[src/rtl/cache_pkg.sv]
// Shared constants and types for the instruction-cache status array.
package cache_pkg;
   localparam int NUM_BLOCKS    = 4;
   localparam int SA_DATA_WIDTH = 8;
   localparam int USE_BIT_IDX   = 0;
   localparam int VALID_BIT_IDX = 1;

   localparam logic [1:0] SA_OP_TOUCH = 2'b00;
   localparam logic [1:0] SA_OP_FILL  = 2'b01;
   localparam logic [1:0] SA_OP_INVAL = 2'b10;

   typedef enum logic {
      ST_IDLE  = 1'b0,
      ST_FLUSH = 1'b1
   } sa_state_e;
endpackage

[src/rtl/status_update_logic.sv]
// Combinational next-status for one set: applies TOUCH/FILL/INVAL to masked blocks, then saturation.
module status_update_logic
   import cache_pkg::*;
(
   input  logic [SA_DATA_WIDTH-1:0] old_data,
   input  logic [NUM_BLOCKS-1:0]    mask,
   input  logic [1:0]               op,
   output logic [SA_DATA_WIDTH-1:0] new_data
);
   logic [NUM_BLOCKS-1:0] vld_b;
   logic [NUM_BLOCKS-1:0] use_b;

   always_comb begin
      vld_b    = '0;
      use_b    = '0;
      new_data = '0;
      for (int b = 0; b < NUM_BLOCKS; b++) begin
         vld_b[b] = old_data[b*2+VALID_BIT_IDX];
         use_b[b] = old_data[b*2+USE_BIT_IDX];
         if (mask[b]) begin
            case (op)
               SA_OP_TOUCH: use_b[b] = 1'b1;
               SA_OP_FILL:  begin vld_b[b] = 1'b1; use_b[b] = 1'b1; end
               SA_OP_INVAL: begin vld_b[b] = 1'b0; use_b[b] = 1'b0; end
               default:     ;
            endcase
         end
      end
      // All-used after a touch/fill: keep only the just-touched blocks marked
      if ((op == SA_OP_TOUCH || op == SA_OP_FILL) && (|mask) && (&use_b))
         use_b = use_b & mask;
      for (int b = 0; b < NUM_BLOCKS; b++) begin
         new_data[b*2+VALID_BIT_IDX] = vld_b[b];
         new_data[b*2+USE_BIT_IDX]   = use_b[b];
      end
   end
endmodule

[src/rtl/status_array.sv]
// Per-set valid/use storage with registered read, update path and a one-set-per-cycle flush.
// STATUS_ARRAY_BYPASS_EN: same-cycle same-index read returns the post-update value.
module status_array
   import cache_pkg::*;
#(
   parameter  int NUM_SETS = 64,
   localparam int IDX_W    = $clog2(NUM_SETS)
) (
   input  logic                     i_clk,
   input  logic                     i_rstn,
   input  logic                     i_rd_valid,
   input  logic [IDX_W-1:0]         i_rd_index,
   output logic [SA_DATA_WIDTH-1:0] o_sa_data,
   output logic                     o_sa_data_valid,
   input  logic                     i_upd_valid,
   input  logic [IDX_W-1:0]         i_upd_index,
   input  logic [NUM_BLOCKS-1:0]    i_upd_mask,
   input  logic [1:0]               i_upd_op,
   input  logic                     i_flush,
   output logic                     o_ready
);
   sa_state_e                               state, state_nxt;
   logic [IDX_W-1:0]                        flush_cnt;
   logic [NUM_SETS-1:0][SA_DATA_WIDTH-1:0] entry;
   logic [SA_DATA_WIDTH-1:0]                upd_new;
   logic                                    rd_acc, upd_acc, rd_hit;
   logic [1:0]                              vld_pipe;

   assign rd_acc  = i_rd_valid  & o_ready;
   assign upd_acc = i_upd_valid & o_ready;

   status_update_logic u_upd (
      .old_data (entry[i_upd_index]),
      .mask     (i_upd_mask),
      .op       (i_upd_op),
      .new_data (upd_new)
   );

`ifdef STATUS_ARRAY_BYPASS_EN
   assign rd_hit = upd_acc && (i_upd_index == i_rd_index);
`else
   assign rd_hit = 1'b0;
`endif

   always_ff @(posedge i_clk or negedge i_rstn) begin
      if (!i_rstn) begin
         state     <= ST_IDLE;
         flush_cnt <= '0;
      end else begin
         state     <= state_nxt;
         flush_cnt <= (state == ST_IDLE) ? '0 : flush_cnt + 1'b1;
      end
   end

   always_comb begin
      state_nxt = state;
      case (state)
         ST_IDLE:  if (i_flush) state_nxt = ST_FLUSH;
         ST_FLUSH: if (flush_cnt == IDX_W'(NUM_SETS - 1)) state_nxt = ST_IDLE;
         default:  state_nxt = ST_IDLE;
      endcase
   end

   always_comb begin
      o_ready = (state == ST_IDLE);
   end

   always_ff @(posedge i_clk or negedge i_rstn) begin
      if (!i_rstn)
         entry <= '0;
      else if (state == ST_FLUSH)
         entry[flush_cnt] <= '0;
      else if (upd_acc)
         entry[i_upd_index] <= upd_new;
   end

   assign vld_pipe[0]     = rd_acc;
   assign o_sa_data_valid = vld_pipe[1];

   always_ff @(posedge i_clk or negedge i_rstn) begin
      if (!i_rstn) begin
         vld_pipe[1] <= 1'b0;
         o_sa_data   <= '0;
      end else begin
         vld_pipe[1] <= vld_pipe[0];
         if (rd_acc) o_sa_data <= rd_hit ? upd_new : entry[i_rd_index];
      end
   end
endmodule
[config.mk]
export PLATFORM = sky130hd
export DESIGN_NAME = status_array
export DESIGN_NICKNAME = d
export VERILOG_FILES = /design/src/rtl/cache_pkg.sv /design/src/rtl/status_update_logic.sv /design/src/rtl/status_array.sv
export SDC_FILE = /design/constraint.sdc
export NUM_CORES = 1
export LEC_CHECK = 0
export CORE_MARGIN = 1
export CORE_UTILIZATION = 45
export DETAILED_ROUTE_END_ITERATION = 7
export PLACE_DENSITY = 0.58
export SLEW_MARGIN = 20
export SYNTH_ARGS = -nofsm -noshare
export SYNTH_HDL_FRONTEND = slang
export SYNTH_HIERARCHICAL = 1
export SYNTH_SLANG_ARGS = --single-unit
export TNS_END_PERCENT = 10
[constraint.sdc]
create_clock -name i_clk -period 4.7 [get_ports i_clk]
set_input_delay 0.94 -clock i_clk [delete_from_list [all_inputs] [get_ports i_clk]]
set_output_delay 0.94 -clock i_clk [all_outputs]
set_load 0.1 [all_outputs]
==> results.md <==
* Outcome: completed
* Ys async rst share at 100%
* WL final at 113 mm
* R2r endpoint: entry[162]
* Clock root buffer: clkbuf_16
* Synth warn at 6
* Crit path kind: input port to flip-flop
* Main synth FF type: dfrtp_1
* Commonest cells post-synth: dfrtp_1, a22o_1, mux4_2
* Leak at 14.0 nW
* Area share of the largest cell type after synthesis at 47.4%
* Mapped Area at 27900 um2
* Critical path fanouts, max at 28
* Post-cts resize count at 0
* Initial Util at 45.9%
* Gr busiest metal: met2
* Worst-path clk slew at 0.06 ns
* Top cells by area, synth: dfrtp_1, a22o_1, mux4_2
* Largest net degree at the start of global routing at 95
* Core area at 60800 um2
* WP data required at 5.26 ns
* Pwr Density at 349 nW/um2
* Global placement routability congestion at 1.04
* Detail Route Antenna Nets at 0
* Total GRT Usage at 35.7%
* Via count at 22700
* Total power at 0.0110 W
* Post-synthesis cell type count at 66
* Drt wl/cell at 36.9 um
* Drt first pass iters at 6
* Final period util at 89.2%
* Buffers on Ports at 32
* CTS Buf Count at 57
* Synth Register Bits at 528
* Post-CTS setup buffer count at 0
* Startpoint types: input port
* Via density at 7.45
* Setup crit end kind: flip-flop
* Num Clock Sinks at 528
* Post-DP HPWL at 78.4 mm
* Number of enable flip-flop cells after synthesis at 0
* IO Pins at 33
* Hold Buf Count CTS at 0
* Seq/Total Area, Yosys at 47.4%
* End-of-flow core utilization at 52.0%
* Skew final at 0.0181 ns
* Die area at 63000 um2
* Worst path arrival time at 4.75 ns
* M3 GR Usage at 10.3%
* Final Setup Violations at 0
* Syn_area_per_cell at 12.9 um2
* Gr ovfl total at 0
* Most common cell in the netlist: dfrtp_1
* Site Rows at 90
* Reg2reg start: entry[168]
* Area leader, netlist: dfrtp_1
* Height of the die at 251 um
* CTS max path bufs at 3
* First-pass GRT wire length at 164 mm
* IR drop worst, VDD at 0.000245 V
* Placed cell count at 2955
* Max Freq at 0.239 GHz
* Antenna violations before repair at 4
* Final Cell Area at 31600 um2
* DR DRC count at 0
* Non-filler cells, final at 3051
* Cell Area, Placed at 29900 um2
* Slew HR at 26.1%
* Layout cells sized above 1 at 23.3%
* Post-Syn Nets at 2191
* Post-route minimum period at 4.19 ns
* Grt met1 use at 49.3%
* Slew Viols, Final at 0
* Final nets at 2259
* M2 GR Usage at 53.0%
* Vias in the first global route at 22200
* RSZ-0062 raised after global routing: false
* Max cap viols at 0
* Hold Crit Class: input port to async pin
* Area Growth Syn to Fin at 13.3%
* Hold Fails Final Rpt at 0
* Initial DRC Count at 3115
* H-tree Lvls at 2
* Clk_lat worst skew at 0.63 ns
* CTS tree: yes
* Gate Count Post-Synth at 2164
* Slew @ Worst Pin at 1.10 ns
* Reg2Reg Depth at 11
* Die Wd at 251 um
* R2r setup slk at 1.22 ns
## layer usage
layer | vias up | wire [um] | share of wire [%]
li1 | 8921 | - | -
met1 | 11900 | 44700 | 40
met2 | 1588 | 49600 | 44
met3 | 301 | 13100 | 12
met4 | 6 | 5100 | 4.5
met5 | - | 42 | 0.037
## registers in the layout (all words and copies together), names as in the netlist
name             cells
entry              512
o_sa_data            8
flush_cnt            6
o_sa_data_valid      1
state                1
## cells by family (layout without fill, tap and decap cells)
family,count (synthesis),after routing,synth area share (%)
compound gates,829,829,24.3
flops,528,528,47.4
mux,342,342,19.8
simple gates,263,263,4.73
buf+inv,195,299,3.59
fa+ha+maj,4,4,0.179
xor+xnor,3,3,0.0942
other cells,0,1,0
## worst max path at each step
stage                         from         end  slack (ns)  depth (start not counted)
floorplan           i_upd_index[2]  entry[472]        0.81                         16
CTS                 i_upd_index[1]  entry[162]        0.62                         15
detailed placement  i_upd_index[1]   entry[18]       -0.02                         15
global placement    i_upd_index[1]  entry[146]        0.02                         15
finish              i_upd_index[1]  entry[162]        0.51                         15
global route        i_upd_index[1]  entry[138]        0.54                         15
## power by group
group	internal [W]	switching (W)	leakage (nW)
logic	0.000488	0.00137	5.74
registers	0.00462	0.000118	7.36
clock network	0.00252	0.00192	0.875
## layout make-up
class | instances | area, um2
antenna | 1 | 2.50
clock buffer | 80 | 1610
clock inverter | 15 | 153
fill | 5185 | 29200
inverter | 11 | 46.3
multi-input combinational | 1441 | 13800
sequential | 528 | 13200
tap | 782 | 978
timing repair buffer | 193 | 1850
## worst max-delay path: stages
cell,delay (ns)
buf_4,0.44
buf_4,0.40
nand2b_1,0.20
buf_4,0.17
o22ai_1,0.08
a21oi_1,0.34
o22ai_1,0.15
o21bai_1,0.18
or4_1,0.53
inv_1,0.12
mux2_4,0.20
nor2_1,0.08
a221oi_4,0.34
buf_4,0.35
a22o_1,0.20
## stage by stage
stage	worst slack, ns	setup TNS [ns]	hold slack (ns)
after CTS	0.624	0	0.414
after global placement	0.0233	0	0.494
after global routing	0.541	0	0.446
after detailed placement	-0.0229	-0.205	0.497
after floorplan	0.809	0	0.474
final	0.509	0	0.363
## placed cells by master, fill, tap and decap left out, types with 37 or more instances in the layout
cell	instances
mux2i_1	138
nor2_1	71
clkbuf_16	57
o22ai_1	49
dfrtp_1	528
a21oi_1	58
nor2_2	37
buf_4	137
mux4_2	157
a22oi_1	62
nand2_1	55
a22o_1	526
(Power assumes the default switching activity.)
==> RTL change 1 (same flow settings) <==
Set the package constant `USE_BIT_IDX` to 1 (it was 0).
--- a/src/rtl/cache_pkg.sv
+++ b/src/rtl/cache_pkg.sv
@@ -2,7 +2,7 @@
 package cache_pkg;
    localparam int NUM_BLOCKS    = 4;
    localparam int SA_DATA_WIDTH = 8;
-   localparam int USE_BIT_IDX   = 0;
+   localparam int USE_BIT_IDX   = 1;
    localparam int VALID_BIT_IDX = 1;
 
    localparam logic [1:0] SA_OP_TOUCH = 2'b00;
Formal check against the unedited RTL: not equivalent (Yosys sat finds a counterexample within 4 cycles, from zero or initial values and one cycle with i_rstn low).
==> RTL change 1 against the unedited design <==
Sequential cell count stayed put; design area shrank 7.6%; wire length down 21%; setup slack improved by 210 ps; power increased by 2.6%; area after synthesis is 7.2% lower; clock skew up 28 ps; sequential share of layout area up 3.4 points; largest power group is now the clock network.
==> RTL change 1: results (changes against the unedited design) <==
Place
• 0.991 — routability-driven placement congestion ratio, -4.6%
• 0.0272 mm² — standard cell area after detailed placement, -8.8%
• 287 ps — placement-stage worst setup slack, +309 ps
• 32 — quantity of I/O buffers inserted on ports, unchanged
• 2,686 — Placed Cells, -9.1%
• 59,600 µm — HPWL reported at the end of detailed placement, -24%

Drt
• 38,200 µm — met1 wire length, -15%
• met4 — top layer used by detailed routing
• 2,271 — number of DRC violations after detailed-routing iteration 0, -27%
• 6 — first-pass detailed-route iteration total, unchanged
• 8350 µm — routed wire length on met3, -36%
• 19.5k — vias after detailed routing, -14%
• 40,100 µm — sum of met2 wire segment lengths after detailed routing, -19%
• 31.8 µm — WL/cell, -14%

Power and ir drop
• 0.0131 µW — reported leakage power, -6.0%
• 0.000310 V — highest ir drop seen on vdd, +26%

Worst setup path
• 31 — worst-path fanout max, +11%
• buf_4 — library cell contributing the largest single delay on the critical path
• 4510 ps — arrival time worst endpoint, -240 ps
• 430 ps — max incr delay on CP, -100 ps

Global route
• 133,000 µm — global-route wire length before repair, -18%
• 0.303 — GRT Overall Usage, -0.0541
• 0 — antenna violations before repair, -4
• 109 — maximum number of pins on one net before global-route repair, +15%
• 19.3k — vias in the first global route, -13%

CTS
• 2 — number of levels the H-tree was split into, unchanged
• 60 ps — clock-pin slew on the worst setup and hold paths, about the same
• clkbuf_16 — root buffer cell
• 0 — number of setup buffers added after CTS, unchanged
• 640 ps — Clk Latency, worst-skew pair
• 3 — Max Buffers Root-to-Sink, unchanged
• 57 — clock buffers created by TritonCTS, unchanged
• 0 — Post-CTS Resized, unchanged

Synth
• 1,973 — Gate Count Post-Synth, -8.8%
• 6 — number of synthesis warnings, unchanged

Timing
• 46.2 ps — worst clock skew on the final layout, +28.1 ps
• 0.205 — worst slew margin relative to its limit, -0.0560

Cells and area
• 0.210 — share of cells above drive strength 1, -0.0237
• entry: 512 flops, o_sa_data: 8 flops, flush_cnt: 6 flops — leading registers by flop count
• 2,790 — Layout Cells excl Fill, -8.6%

Run status
• finished clean — result of the run

Worst hold path
• in2async — class of the tightest hold or removal check

==> RTL change 1: routing by layer <==
metal | vias to the layer above | track usage
li1 | 7943 | -
met1 | 10400 | 0.446
met2 | 1059 | 0.452
met3 | 148 | 0.0700
met4 | 0 | 0.0787
met5 | - | 0
==> RTL change 1: path summary, 6_finish.rpt <==
path                                              from                      to  slack (ps)  cells after the start
worst max register to register  entry[399]$_DFFE_PN0P_  entry[353]$_DFFE_PN0P_        1300                     10
worst max-delay path                    i_upd_index[0]  entry[327]$_DFFE_PN0P_         720                     12
min in group i_clk               entry[16]$_DFFE_PN0P_   entry[16]$_DFFE_PN0P_         490                      1
worst min-delay path                            i_rstn  entry[392]$_DFFE_PN0P_         360                      1
max in group asynchronous                       i_rstn  entry[118]$_DFFE_PN0P_        3250                      2
worst min register to register   entry[16]$_DFFE_PN0P_   entry[16]$_DFFE_PN0P_         490                      1
==> RTL change 1: stage by stage <==
stage	utilization	total power, µW
floorplan	-	5820
global placement	0.481	6460
detailed placement	0.481	6470
CTS	0.516	11300
global route	0.516	11600
finish	0.516	11300
==> RTL change 1: report_power, final <==
| part | switching, µW | total, µW | internal (µW) | leakage [µW] |
|---|---|---|---|---|
| Clock | 1920 | 4870 | 2950 | 0.000980 |
| Combinational | 1230 | 1680 | 452 | 0.00481 |
| Sequential | 128 | 4790 | 4660 | 0.00735 |
| Total | 3280 | 11300 | 8050 | 0.0131 |
==> RTL change 1: critical path: cells and delay by family <==
family,cells,cell delay [ps]
compound gates,7,1670
buf+inv,3,1140
mux,1,370
simple gates,1,330
==> RTL change 1: cell type report <==
cell class,instances,area (µm²)
Timing Repair Buffer,142,1300
Clock buffer,81,1630
Fill cell,4824,27400
Inverter,9,38.8
Antenna cell,1,2.50
Clock inverter,22,377
Sequential cell,528,13200
Tap cell,756,946
Multi-Input combinational cell,1251,11700
==> RTL change 2 (same settings) <==
Made on the original files. Make the reset (`i_rstn`) synchronous in 3 clocked blocks.
--- a/src/rtl/status_array.sv
+++ b/src/rtl/status_array.sv
@@ -42,7 +42,7 @@
    assign rd_hit = 1'b0;
 `endif
 
-   always_ff @(posedge i_clk or negedge i_rstn) begin
+   always_ff @(posedge i_clk) begin
       if (!i_rstn) begin
          state     <= ST_IDLE;
          flush_cnt <= '0;
@@ -65,7 +65,7 @@
       o_ready = (state == ST_IDLE);
    end
 
-   always_ff @(posedge i_clk or negedge i_rstn) begin
+   always_ff @(posedge i_clk) begin
       if (!i_rstn)
          entry <= '0;
       else if (state == ST_FLUSH)
@@ -77,7 +77,7 @@
    assign vld_pipe[0]     = rd_acc;
    assign o_sa_data_valid = vld_pipe[1];
 
-   always_ff @(posedge i_clk or negedge i_rstn) begin
+   always_ff @(posedge i_clk) begin
       if (!i_rstn) begin
          vld_pipe[1] <= 1'b0;
          o_sa_data   <= '0;
Behaviour: not the same (a bounded check fails within 4 cycles, from zero or initial values and one cycle with i_rstn low; the reset may be asserted at any time).
==> RTL change 2 against the unedited design <==
Wire length grew 7.2%; setup slack gained 110 ps; area after synthesis grew 2.3%; cell count grew 20%; design area grew 3.4%; sequential cell count is the same; power shrank 6.0%; global-route usage grew 1.5 points; first-iteration DRC count grew 12%; combinational power shrank 38%; maximum frequency grew 2.7%; largest power group is now the clock network.
==> RTL change 2: results (changes against the unedited design) <==
Global route
• 5 — antenna violations before repair, +1
• 0.372 — GRT Overall Usage, +0.0152
• 175,000 µm — global-route wire length before repair, +7.0%
• 0.0952 — met3 routing resource usage after global routing, -0.00808
• 24.1k — vias in the first global route, +8.9%

Synth
• 562 x a22oi_1, 528 x dfxtp_1, 526 x nor2b_1 — cell types with the highest counts after synthesis
• dfxtp_1 — dominant register cell in the synthesized netlist
• 0.370 — Seq/Total Area, Yosys, -0.103
• 2,765 — net count after synthesis, +26%
• 2,738 — Gate Count Post-Synth, +27%
• dfxtp_1 37%, a22oi_1 15%, mux4_2 14% — top cells by area, synth
• 0 — Async SR Flop Fraction, -1.00

Worst setup path
• mux2i_1 — library cell contributing the largest single delay on the critical path
• 4630 ps — arrival time worst endpoint, -120 ps
• 13 — Register-to-Register Path Depth, +2
• 24 — worst-path fanout max, -14%

Cells and area
• 0.0671 — portion of the layout cell area used by non-clock buffers, +0.00855
• 2 — Antenna Cells, +1
• 0.221 — share of cells above drive strength 1, -0.0121
• 0.0327 mm² — post-route cell area, +3.4%
• 236 — Non-clk bufs, +22%
• 5,551 — number of inserted filler cells in the final layout, +7.1%
• 89 — total of clock buffers placed in the layout, +11%

Place
• 83,100 µm — HPWL reported at the end of detailed placement, +6.0%
• 3,560 — Placed Cells, +20%
• 34.8 ps — placement-stage worst setup slack, +57.7 ps

Drt
• 51,800 µm — sum of met2 wire segment lengths after detailed routing, +4.5%
• 15,300 µm — routed wire length on met3, +17%
• 6.96 — Via density, -6.6%
• 121,000 µm — final wirelength, +7.2%
• 48,100 µm — met1 wire length, +7.7%
• 7 — first-pass detailed-route iteration total, +1

Run status
• finished clean — result of the run

Power and ir drop
• 0.0107 µW — reported leakage power, -23%
• 0.456 — clock network fraction of total power, +0.054
• 0.260 — switching power as a share of total power, -0.0493

CTS
• 58 — clock buffers created by TritonCTS, +1.8%

RTL change 2: cell count changes in the layout (fill, tap and decap cells not counted), moves of 45 or more:
cell and delta:
a22o_1 -523, a22oi_1 +500, dfrtp_1 -528, dfxtp_1 +528, mux2i_1 -45, nor2b_1 +514
RTL change 2: worst paths after layout:
path | slack (ps) | endpoint | startpoint
worst max-delay path | 620 | entry[392]$_SDFFE_PN0P_ | i_upd_index[1]
worst min-delay path | 540 | entry[285]$_SDFFE_PN0P_ | entry[285]$_SDFFE_PN0P_
worst max register to register | 1240 | entry[392]$_SDFFE_PN0P_ | entry[444]$_SDFFE_PN0P_
worst min register to register | 540 | entry[285]$_SDFFE_PN0P_ | entry[285]$_SDFFE_PN0P_
RTL change 2: cell families after synthesis:
kind of cell,Yosys count,share of synthesized area
buffers and inverters,262,0.0419
XOR/XNOR,4,0.00123
AND/OR/NAND/NOR,793,0.182
AO/OA/AOI/OAI,819,0.209
adder cells (fa/ha/maj),4,0.00175
flip-flops,528,0.370
multiplexers,328,0.194
